===== src/rtl/uart_rx_if.sv =====
// uart_rx_if: serial line input and byte-level result signals of the UART receiver
interface uart_rx_if;
  logic       rx;
  logic [7:0] data_out;
  logic       rx_done;
  logic       parity_err;
  logic       frame_err;
  logic       busy;
  modport master (output rx, input data_out, rx_done, parity_err, frame_err, busy);
  modport slave (input rx, output data_out, rx_done, parity_err, frame_err, busy);
endinterface


===== src/rtl/uart_rx.sv =====
// uart_rx: 8E2 UART receiver (start, 8 data LSB first, even parity, 2 stops) with parity/framing flags; UART_RX_MAJORITY_EN selects 2-of-3 bit voting
module uart_rx #(
  parameter int clk_freq = 1000000,
  parameter int baudrate = 9600
) (
  input  logic     clk,
  input  logic     rst,
  uart_rx_if.slave bus
);
  localparam int BPC  = clk_freq / baudrate;
  localparam int HALF = BPC / 2;
  localparam logic [15:0] LAST = 16'(BPC - 1);
`ifdef UART_RX_MAJORITY_EN
  localparam logic [15:0] START_LAST = 16'(HALF);
`else
  localparam logic [15:0] START_LAST = 16'(HALF - 1);
`endif
  typedef enum logic [2:0] {IDLE, START, DATA, PARITY, STOP1, STOP2, DONE} state_t;
  state_t      state_q;
  logic        rx_m_q, rx_s_q, rx_prev_q;
  logic [15:0] clk_count_q;
  logic [2:0]  bit_index_q;
  logic [7:0]  shift_q, data_out_q;
  logic        par_s_q, frame_q, rx_done_q, parity_err_q, frame_err_q;
  logic        bit_v, tick;
`ifdef UART_RX_MAJORITY_EN
  logic [1:0]  hist_q;
  // last two synchronized samples; with the current one they form the vote window
  always_ff @(posedge clk or negedge rst)
    if (!rst) hist_q <= 2'b11;
    else hist_q <= {hist_q[0], rx_s_q};
  assign bit_v = (hist_q[1] & hist_q[0]) | (hist_q[1] & rx_s_q) | (hist_q[0] & rx_s_q);
`else
  assign bit_v = rx_s_q;
`endif
  assign tick = clk_count_q == ((state_q == START) ? START_LAST : LAST);
  // two-flop synchronizer plus delayed copy for falling-edge detection
  always_ff @(posedge clk or negedge rst)
    if (!rst) begin
      rx_m_q    <= 1'b1;
      rx_s_q    <= 1'b1;
      rx_prev_q <= 1'b1;
    end else begin
      rx_m_q    <= bus.rx;
      rx_s_q    <= rx_m_q;
      rx_prev_q <= rx_s_q;
    end
  // frame FSM: bit timer, data capture, error evaluation and result registers
  always_ff @(posedge clk or negedge rst)
    if (!rst) begin
      state_q      <= IDLE;
      clk_count_q  <= '0;
      bit_index_q  <= '0;
      shift_q      <= '0;
      par_s_q      <= 1'b0;
      frame_q      <= 1'b0;
      data_out_q   <= '0;
      rx_done_q    <= 1'b0;
      parity_err_q <= 1'b0;
      frame_err_q  <= 1'b0;
    end else begin
      rx_done_q <= 1'b0;
      if (state_q != IDLE && state_q != DONE) clk_count_q <= tick ? '0 : clk_count_q + 16'd1;
      case (state_q)
        IDLE: if (rx_prev_q && !rx_s_q) state_q <= START;
        START: if (tick) begin
          bit_index_q <= '0;
          state_q     <= bit_v ? IDLE : DATA;
        end
        DATA: if (tick) begin
          shift_q[bit_index_q] <= bit_v;
          bit_index_q          <= bit_index_q + 3'd1;
          if (bit_index_q == 3'd7) state_q <= PARITY;
        end
        PARITY: if (tick) begin
          par_s_q <= bit_v;
          state_q <= STOP1;
        end
        STOP1: if (tick) begin
          frame_q <= !bit_v;
          state_q <= STOP2;
        end
        STOP2: if (tick) begin
          data_out_q   <= shift_q;
          parity_err_q <= par_s_q ^ (^shift_q);
          frame_err_q  <= frame_q | !bit_v;
          rx_done_q    <= 1'b1;
          state_q      <= DONE;
        end
        default: state_q <= IDLE;
      endcase
    end
  assign bus.data_out   = data_out_q;
  assign bus.rx_done    = rx_done_q;
  assign bus.parity_err = parity_err_q;
  assign bus.frame_err  = frame_err_q;
  assign bus.busy       = state_q != IDLE;
endmodule


===== src/flat_wrapper.sv =====
// flat-port wrapper written by rule: the top's interface ports become plain ports
module uart_rx_flat 
#(
  parameter int clk_freq = 1000000,
  parameter int baudrate = 9600
)
  (clk, rst, bus_rx, bus_data_out, bus_rx_done, bus_parity_err, bus_frame_err, bus_busy);
  uart_rx_if bus_i ();
  input  logic clk;
  input  logic rst;
  input wire logic [$bits(bus_i.rx)-1:0] bus_rx;
  output wire logic [$bits(bus_i.data_out)-1:0] bus_data_out;
  output wire logic [$bits(bus_i.rx_done)-1:0] bus_rx_done;
  output wire logic [$bits(bus_i.parity_err)-1:0] bus_parity_err;
  output wire logic [$bits(bus_i.frame_err)-1:0] bus_frame_err;
  output wire logic [$bits(bus_i.busy)-1:0] bus_busy;
  assign bus_i.rx = bus_rx;
  assign bus_data_out = bus_i.data_out;
  assign bus_rx_done = bus_i.rx_done;
  assign bus_parity_err = bus_i.parity_err;
  assign bus_frame_err = bus_i.frame_err;
  assign bus_busy = bus_i.busy;
  uart_rx #(.clk_freq(clk_freq), .baudrate(baudrate)) u_core (.clk(clk), .rst(rst), .bus(bus_i));
endmodule

===== config.mk =====
export PLATFORM = sky130hd
export DESIGN_NAME = uart_rx_flat
export DESIGN_NICKNAME = d
export VERILOG_FILES = /design/src/rtl/uart_rx_if.sv /design/src/rtl/uart_rx.sv /design/src/flat_wrapper.sv
export SDC_FILE = /design/constraint.sdc
export NUM_CORES = 1
export LEC_CHECK = 0
export CAP_MARGIN = 20
export CORE_UTILIZATION = 38
export CTS_CLUSTER_DIAMETER = 120
export DETAILED_ROUTE_END_ITERATION = 8
export GPL_TIMING_DRIVEN = 0
export PLACE_DENSITY = 0.58
export SLEW_MARGIN = 25
export SYNTH_ARGS = -nofsm -noshare
export SYNTH_HDL_FRONTEND = slang
export SYNTH_SLANG_ARGS = --single-unit

===== constraint.sdc =====
create_clock -name clk -period 2.1 [get_ports clk]
set_clock_uncertainty 0.2 [all_clocks]
set_input_delay 0.525 -clock clk [delete_from_list [all_inputs] [get_ports clk]]
set_output_delay 0.525 -clock clk [all_outputs]
set_load 0.01 [all_outputs]

* Word level (Yosys, flattened, before mapping)
Index checks and enable logic that the tools add are counted.
** Word-level totals
- Memory bits (read-only) :: 0
- Input port bits :: 3
- Logic and storage cells :: 67
- Bits in writable memories :: 0
- Bits in registers :: 46
- Latch bits :: 0
- Memories kept :: 0
- Output and inout port bits :: 12
** Cells by class
- Equal/unequal tests :: 15
- Bitwise operators :: 2
- Add/subtract/negate cells :: 2
- Multiply operators :: 0
- Divide/modulo/power cells :: 0
- Order comparisons :: 2
- Shift-type cells :: 0
- Multiplexer cells :: 19
- Reduce and logical (&&, ||, !) cells :: 14
** Operators with widths (count)
- $mux 3 :: 9
- $pmux 3 s6 :: 1
- $add 16x1->16 const B :: 1
- $eq 16x16->1 :: 1
- $mux 16 :: 1
- $ne 2x1->1 const B :: 7
- $eq 3x3->1 const B :: 3
- $bwmux 8 :: 1
- $reduce_and 2->1 :: 4
- $reduce_xor 8->1 :: 1
- $mux 7 :: 1
- $reduce_and 7->1 :: 1
- $eq 3x2->1 const B :: 2
- $pmux 3 s2 :: 1
- $lt 3x4->1 const B :: 1
- $add 3x1->3 const B :: 1
- $demux 1 s3 :: 1
- $eq 3x1->1 const B :: 1
- $ge 3x1->1 const B :: 1
- $logic_and 1x1->1 :: 3
- $logic_not 3->1 :: 1
- $mux 1 :: 3
- $ne 3x3->1 const B :: 1
- $reduce_and 3->1 :: 1
- other kinds (6) :: 6

* Depth between registers and ports, before layout
Gate-level depths: netlist of the first run.
- Depth in word-level cells :: 5
- Mapped depth :: 7
- Gate-level depth less buffers :: 5

* Worst setup path after synthesis of the first run
OpenSTA, ideal clock, no wires.
- Path type :: register to register
- From :: register u_core.clk_count_q[0]
- To :: register u_core.state_q[0]
- Library setup time :: 0.139 ns
- Setup slack :: -0.169 ns
- Buffers on the path :: 1
- Data required time :: 1.761 ns
- Clock period less this slack :: 2.269 ns
- Data arrival time :: 1.930 ns
- Cell stages (with the launch flop) :: 7
- Path through :: dfrtp_1 ha_1 or4b_4 nor3_4 buf_6 a21oi_1 or4_1
** Between the ends
- Longest elaborated chain between the ends :: 3
- Elaborated cells on any way between the ends :: 7
- Those cells by class :: 6 x eq/ne; 1 x reduce/logical
** Ends and longest elaborated chain
- start: declaration :: RTL line uart_rx.sv:21 : logic [15:0] clk_count_q;
- start signal: assignment :: RTL line uart_rx.sv:63 : if (state_q != IDLE && state_q != DONE) clk_count_q <= tick ? '0 : clk_count_q + 16'd1;
- $eq 16x16->1 * :: RTL line uart_rx.sv:36 : assign tick = clk_count_q == ((state_q == START) ? START_LAST : LAST);
- $ne 2x1->1 (no source line)
- $reduce_and 7->1 (no source line) *
- end signal: assignment :: RTL line uart_rx.sv:68 : state_q <= bit_v ? IDLE : DATA;
- end: declaration :: RTL line uart_rx.sv:19 : state_t state_q;
Every way passes the cells marked *; elsewhere a longest branch is shown, timed or not.
A chain may end at the register's enable or synchronous reset.

* Final worst setup path of the first run
Ends and elaborated chain as after synthesis.

==> results of run 1 <==
[worst max-delay path by stage]
stage | end | slack, ns | cells after the start
global placement | u_core.clk_count_q[0] | -1.04 | 1
CTS | u_core.state_q[0] | -0.13 | 6
detailed placement | u_core.bit_index_q[2] | -0.24 | 7
finish | u_core.state_q[0] | -0.12 | 6
global route | u_core.bit_index_q[2] | -0.19 | 7
floorplan | u_core.state_q[0] | -0.06 | 6
[worst register-to-register path, stage by stage, from the launching register on]
cell and delay, ns:
dfrtp_1 0.42, ha_4 0.16, or4b_4 0.47, nor3_4 0.14, buf_6 0.16, a21oi_2 0.05
or4_1 0.49
[metal layers]
metal,wire length (um),part of all wire,track usage
met4,27,0.0058,0.0536
met1,2540,0.54,0.249
met2,2010,0.43,0.211
met5,0,0,0
met3,87,0.019,0.0239
[final cells by class]
class / count / share of cell area
plain buffers: 10 / 0.0275
clock buffers: 7 / 0.0266
inverters: 5 / 0.00654
multi-input cells: 145 / 0.410
well taps: 75 / 0.0327
flip-flops and latches: 46 / 0.403
repair buffers: 29 / 0.0937
[repair_timing]
action | CTS | global route
buffers inserted | 6 | 7
gates resized for setup | 26 | 9
cloned | 2 | 0
setup endpoints to repair | 36 | 40
pin swaps | 1 | 4
[stage by stage]
stage                     total power, W  std cells  hold slack (ns)   util  setup TNS [ns]
after floorplan                  0.00144        207           0.0294      -          -0.114
after global placement           0.00157        296            0.147  0.436          -50.82
after CTS                        0.00224        310           0.0509  0.473           -2.42
after global routing             0.00243        317           0.0824  0.488           -4.24
final                            0.00228        317           0.0235  0.488           -2.00
after detailed placement         0.00157        296            0.151  0.436           -4.48
[Yosys cell counts]
cell        n  share of area
a21o_1      1         0.0032
nor2b_1     5          0.013
dfrtp_1    43           0.46
and3_1      3         0.0081
a21oi_1     7          0.015
ha_1        3          0.016
nand4_1    13          0.035
and2_1      4          0.011
buf_2       2         0.0043
or4b_1      1         0.0043
inv_1       5         0.0081
buf_4       1         0.0032
o211ai_1    2         0.0065
mux2_2     19          0.092
nand2b_1    3         0.0081
clkbuf_1    6         0.0097
xnor3_1     1         0.0097
nor2_1      8          0.013
or4_1       2         0.0065
nor4_1      2         0.0054
a211o_1     3          0.011
and4b_1     4          0.017
or4b_4      1         0.0059
nand3_1     2         0.0043
nand3b_1    1         0.0032
o2111ai_1   3          0.011
nor3_1      6          0.013
or2_2       2         0.0054
nor3b_1     2         0.0065
nand2_1    13          0.021
a31oi_1     2         0.0054
a31o_2      1         0.0038
o21ai_0     7          0.015
or3b_2      1         0.0038
nor3_4      1         0.0070
dfstp_2     3          0.034
xor2_1     13          0.049
xnor2_1     7          0.026
buf_6       2         0.0097
mux2i_1     2         0.0086
[sequential cells by signal (all words and copies together) (netlist names)]
| register | flops |
|---|---|
| u_core.clk_count_q | 16 |
| u_core.bus.parity_err | 1 |
| u_core.state_q | 3 |
| u_core.rx_m_q | 1 |
| u_core.bit_index_q | 3 |
| u_core.rx_prev_q | 1 |
| u_core.bus.data_out | 8 |
| u_core.frame_q | 1 |
| u_core.par_s_q | 1 |
| u_core.bus.frame_err | 1 |
| u_core.bit_v | 1 |
| u_core.bus.rx_done | 1 |
| u_core.shift_q | 8 |
[power by group through the flow]
| stage | combinational, W | sequential, W | clock (W) |
|---|---|---|---|
| after floorplan | 0.000384 | 0.00105 | 0 |
| after global placement | 0.000489 | 0.00108 | 0 |
| after detailed placement | 0.000491 | 0.00108 | 0 |
| after CTS | 0.000657 | 0.00105 | 0.000537 |
| after global routing | 0.000802 | 0.00106 | 0.000569 |
| final | 0.000725 | 0.00105 | 0.000510 |
[kinds of logic after synthesis]
| group | after synthesis | synth area share |
|---|---|---|
| XOR/XNOR | 21 | 0.0853 |
| flip-flops | 46 | 0.498 |
| multiplexers | 21 | 0.101 |
| buffers and inverters | 16 | 0.0351 |
| adder cells (fa/ha/maj) | 3 | 0.0162 |
| AND/OR/NAND/NOR | 74 | 0.192 |
| AO/OA/AOI/OAI | 26 | 0.0718 |
==> summary.txt, run 1 <==
Outcome
  – Status: finished with violations
  – Failing checks: setup timing

GRT
  – Total gr overflow: 0
  – First-pass GRT wire length: 7740 um
  – Vias in the first global route: 1508
  – Largest net degree at the start of global routing: 47
  – Initial antenna violation count: 0
  – GR Util All Layers: 0.157

Routing
  – Vias per Instance: 5.13
  – 1st-pass router iterations: 6
  – Final ANT Viol Nets: 0
  – Average routed wire per standard cell: 14.7 um
  – Via count: 1626
  – Initial drt markers: 75
  – DRC errors left: 0
  – Routed WL: 4670 um

Power
  – Internal: 0.00156 W
  – LEAKAGE: 1.34 nW
  – Clock Power Share: 0.223
  – Sw Pwr: 0.000723 W
  – Switching Share: 0.317
  – Seq pwr share: 0.459
  – Worst IR drop on VDD: 0.000295 V
  – Combinational share of power: 0.318
  – Power density over cell area: 795 nW/um^2

Setup path
  – Cell family with most CP delay: simple AND/OR/NAND/NOR gates
  – CP peak stage delay: 0.49 ns
  – CP arrival: 2.19 ns
  – WS Path Type: reg2reg
  – R2r startpoint: u_core.clk_count_q[0]
  – Crit path max fanout: 7
  – CP Cell Sequence: ha_4 -> or4b_4 -> nor3_4 -> buf_6 -> a21oi_2 -> or4_1
  – Crit start category: flip-flop
  – Crit. Startpoint: u_core.clk_count_q[0]
  – Capture point of the worst reg-to-reg path: u_core.state_q[0]
  – Flop2flop setup slack: -0.12 ns
  – Req. time, crit path: 2.07 ns
  – Worst path bufs/invs: 1
  – Worst path slowest cell: or4_1
  – FF-to-FF path depth: 6
  – Crit end category: flip-flop

STA
  – Worst slew margin: 0.510
  – # setup viols final: 23
  – Final WS setup: -0.121 ns
  – RSZ-0062 raised after global routing: true
  – Worst slew pin tran: 0.727 ns
  – Tcrit/Tclk final: 1.06
  – Fmax: 450 MHz
  – Max Slew Vio Count: 0
  – Fin. Hold Viols: 0
  – Crit path time final: 2.22 ns

Finish
  – Commonest non-fill, non-tap cell in the layout: dfrtp_1
  – Post-Layout Inst Area: 2870 sq um
  – Layout cells sized above 1: 0.281
  – ANT cells: 0
  – Fill count: 565
  – Area of the multi-input gates: 1180 sq um
  – Most frequent cells in the layout: dfrtp_1, buf_4, nand2_1, nand4_1
  – Layout area overhead: 23.9%
  – Nets: 248
  – Register area: 1160 sq um

Synthesis
  – Post-synthesis sequential area ratio: 0.498
  – Post-Syn Area per Cell: 11.2 sq um
  – Synth Register Bits: 46
  – Cells after Synth: 207
  – Syn nets: 213
  – Post-synthesis cell area: 2320 sq um
  – Warnings, synthesis: 0
  – Synth unique cells: 40

Clock tree
  – Max clock buf depth: 2
  – Skew-Pair Late Insertion Delay: 0.29 ns
  – CTS Hold Buffers Added: 0
  – H-tree levels: 2
  – CTS clk-pin slew, worst paths: 0.08 ns
  – CTS tree: done
  – Num CTS Buffers: 5
  – Clk sink count: 46
  – Root Buffer: clkbuf_8

Floorplanning
  – Core box area: 5890 sq um
  – Die area: 6410 sq um
  – Die width: 80.1 um
  – Row count: 28
  – DIE HEIGHT: 80.1 um
  – Initial Util: 0.394
  – # IOs: 15

Placement
  – Cell Area, Placed: 2560 sq um
  – Number of port buffers: 14
  – Post-Place Setup Slack: -0.239 ns
  – Routability Congestion: 0.792
  – Final HPWL DP: 2910 um

Worst hold path
  – Hold/Removal Path Class: in2async

Run
  – MaxCap Viol Count: 0
(Power assumes the default switching activity.)
==> inputs of run 2 (changes only) <==
--- a/config.mk
+++ b/config.mk
@@ -9,8 +9,9 @@
 export CORE_UTILIZATION = 38
 export CTS_CLUSTER_DIAMETER = 120
 export DETAILED_ROUTE_END_ITERATION = 8
+export DONT_BUFFER_PORTS = 1
 export GPL_TIMING_DRIVEN = 0
-export PLACE_DENSITY = 0.58
+export PLACE_DENSITY_LB_ADDON = 0.2
 export SLEW_MARGIN = 25
 export SYNTH_ARGS = -nofsm -noshare
 export SYNTH_HDL_FRONTEND = slang
==> run 2 against run 1 <==
The run ends with DRC, setup timing left; die area stayed put; non-clock buffer count fell by 12; critical endpoint unchanged; final cell count decreased by 3.5%; worst setup slack improved by 0.019 ns; sequential cell count did not move; hold slack better by 0.13 ns.
==> summary.txt, run 2 (synthesis results as in run 1) <==
Finish
  – ANT cells: 0 (unchanged)
  – Biggest register: u_core.clk_count_q (unchanged)
  – Commonest non-fill, non-tap cell in the layout: dfrtp_1 (unchanged)
  – Most frequent cells in the layout: dfrtp_1, buf_4, nand2_1, nand4_1, xor2_1 (was dfrtp_1, buf_4, nand2_1, nand4_1)
  – Layout cells sized above 1: 0.299 (was 0.281)
  – Layout area overhead: 19.4% (was 23.9%)
  – Largest register FFs: 16 (unchanged)
  – Nets: 236 (was 248)

STA
  – Hold_ws: 0.158 ns (was 0.0235 ns)
  – Worst slew pin tran: 0.628 ns (was 0.727 ns)
  – Crit path time final: 2.20 ns (was 2.22 ns)
  – RSZ-0062 raised after global routing: true (unchanged)
  – Tcrit/Tclk final: 1.05 (was 1.06)
  – # setup viols final: 23 (unchanged)
  – Max Slew Vio Count: 0 (unchanged)
  – Worst slew margin: 0.578 (was 0.510)
  – Fin. Hold Viols: 0 (unchanged)
  – Fmax: 454 MHz (was 450 MHz)
  – Final WS setup: -0.102 ns (was -0.121 ns)

Setup path
  – Crit path max fanout: 7 (unchanged)
  – CP arrival: 2.18 ns (was 2.19 ns)
  – Crit end category: flip-flop (unchanged)
  – Crit start category: flip-flop (unchanged)
  – WS Path Type: reg2reg (unchanged)
  – Req. time, crit path: 2.07 ns (about the same)

Floorplanning
  – Die width: 80.1 um (unchanged)
  – Die area: 6410 sq um (unchanged)
  – Core box area: 5890 sq um (unchanged)
  – Initial Util: 0.394 (unchanged)
  – DIE HEIGHT: 80.1 um (unchanged)
  – Row count: 28 (unchanged)
  – # IOs: 15 (unchanged)

Clock tree
  – Root Buffer: clkbuf_8 (unchanged)
  – Max clock buf depth: 2 (unchanged)
  – Num CTS Buffers: 5 (unchanged)
  – H-tree levels: 2 (unchanged)
  – Skew-Pair Late Insertion Delay: 0.30 ns (was 0.29 ns)
  – Clk sink count: 46 (unchanged)
  – CTS tree: done (unchanged)
  – CTS clk-pin slew, worst paths: 0.08 ns (about the same)

Routing
  – 1st-pass router iterations: 6 (unchanged)
  – Initial drt markers: 77 (was 75)
  – Via count: 1619 (was 1626)
  – DRC errors left: 1 (was 0)
  – Routed WL: 4760 um (was 4670 um)
  – Final ANT Viol Nets: 0 (unchanged)
  – Average routed wire per standard cell: 15.6 um (was 14.7 um)
  – Vias per Instance: 5.29 (was 5.13)

GRT
  – Vias in the first global route: 1542 (was 1508)
  – Initial antenna violation count: 0 (unchanged)
  – Total gr overflow: 0 (unchanged)
  – GR Util All Layers: 0.164 (was 0.157)
  – Largest net degree at the start of global routing: 47 (unchanged)
  – First-pass GRT wire length: 7810 um (was 7740 um)

Outcome
  – Failing checks: DRC, setup timing (was setup timing)
  – Status: finished with violations (unchanged)

Placement
  – Final HPWL DP: 2940 um (was 2910 um)
  – Number of port buffers: 0 (was 14)
  – Post-Place Setup Slack: -0.260 ns (was -0.239 ns)
  – Routability Congestion: 0.789 (was 0.792)

Worst hold path
  – Hold/Removal Path Class: reg2reg (was in2async)

Run
  – MaxCap Viol Count: 0 (unchanged)

Power
  – LEAKAGE: 1.32 nW (was 1.34 nW)
  – Power density over cell area: 840 nW/um^2 (was 795 nW/um^2)
  – Worst IR drop on VDD: 0.000322 V (was 0.000295 V)
==> run 2: power by group <==
group          internal, W  switching, W  leakage [nW]  total (W)
registers         0.000969     0.0000674         0.614    0.00104
logic             0.000353      0.000374         0.655   0.000727
clock network     0.000266      0.000294        0.0482   0.000560
==> run 2: path summary, 6_finish.rpt <==
path | endpoint | slack (ns) | cells after the start | from
max | u_core.state_q[0] | -0.10 | 5 | u_core.clk_count_q[3]
min | u_core.bit_v | 0.16 | 0 | u_core.rx_m_q
max reg2reg | u_core.state_q[0] | -0.10 | 5 | u_core.clk_count_q[3]
min reg2reg | u_core.bit_v | 0.16 | 0 | u_core.rx_m_q
max in group asynchronous | u_core.rx_prev_q | 0.89 | 2 | rst
min in group asynchronous | u_core.par_s_q | 0.53 | 2 | rst
==> run 2: cell type report <==
cell class,count,area (sq um)
Clock inverter,1,5.00
Sequential cell,46,1160
Inverter,5,18.8
Clock buffer,7,86.3
Multi-Input combinational cell,145,1160
Buffer,10,85.1
Tap cell,75,93.8
Fill cell,555,3120
Timing Repair Buffer,17,156
==> run 2: timing repair <==
item / in CTS / in global routing
resized for setup: 23 / 11
setup endpoints to repair: 36 / 42
hold buffers: 2 / 1
pin swaps: 5 / 3
gates cloned: 1 / 0
endpoints found under the hold margin: 46 / 1
setup buffers: 9 / 4
==> run 2: metal layers <==
metal	GRT usage	up-vias	share of wire
met5	0	-	0
li1	-	788	-
met3	0.0409	5	0.029
met1	0.235	806	0.53
met2	0.237	20	0.43
met4	0.0589	0	0.016
==> run 2: metrics by stage <==
stage	setup TNS (ns)	power (W)	instances	util	cell area, sq um
floorplan	-0.114	0.00144	207	-	2330
global placement	-5.11	0.00155	282	0.412	2430
global route	-3.60	0.00248	306	0.470	2770
detailed placement	-4.97	0.00155	282	0.412	2430
CTS	-2.25	0.00231	301	0.459	2700
finish	-1.67	0.00232	306	0.470	2770
==> run 2: critical path, stage by stage, from the launching register on <==
cell and delay (ns):
dfrtp_1 0.46, or4b_4 0.58, nor3_4 0.15, buf_6 0.15
a21oi_2 0.05, or4_1 0.48
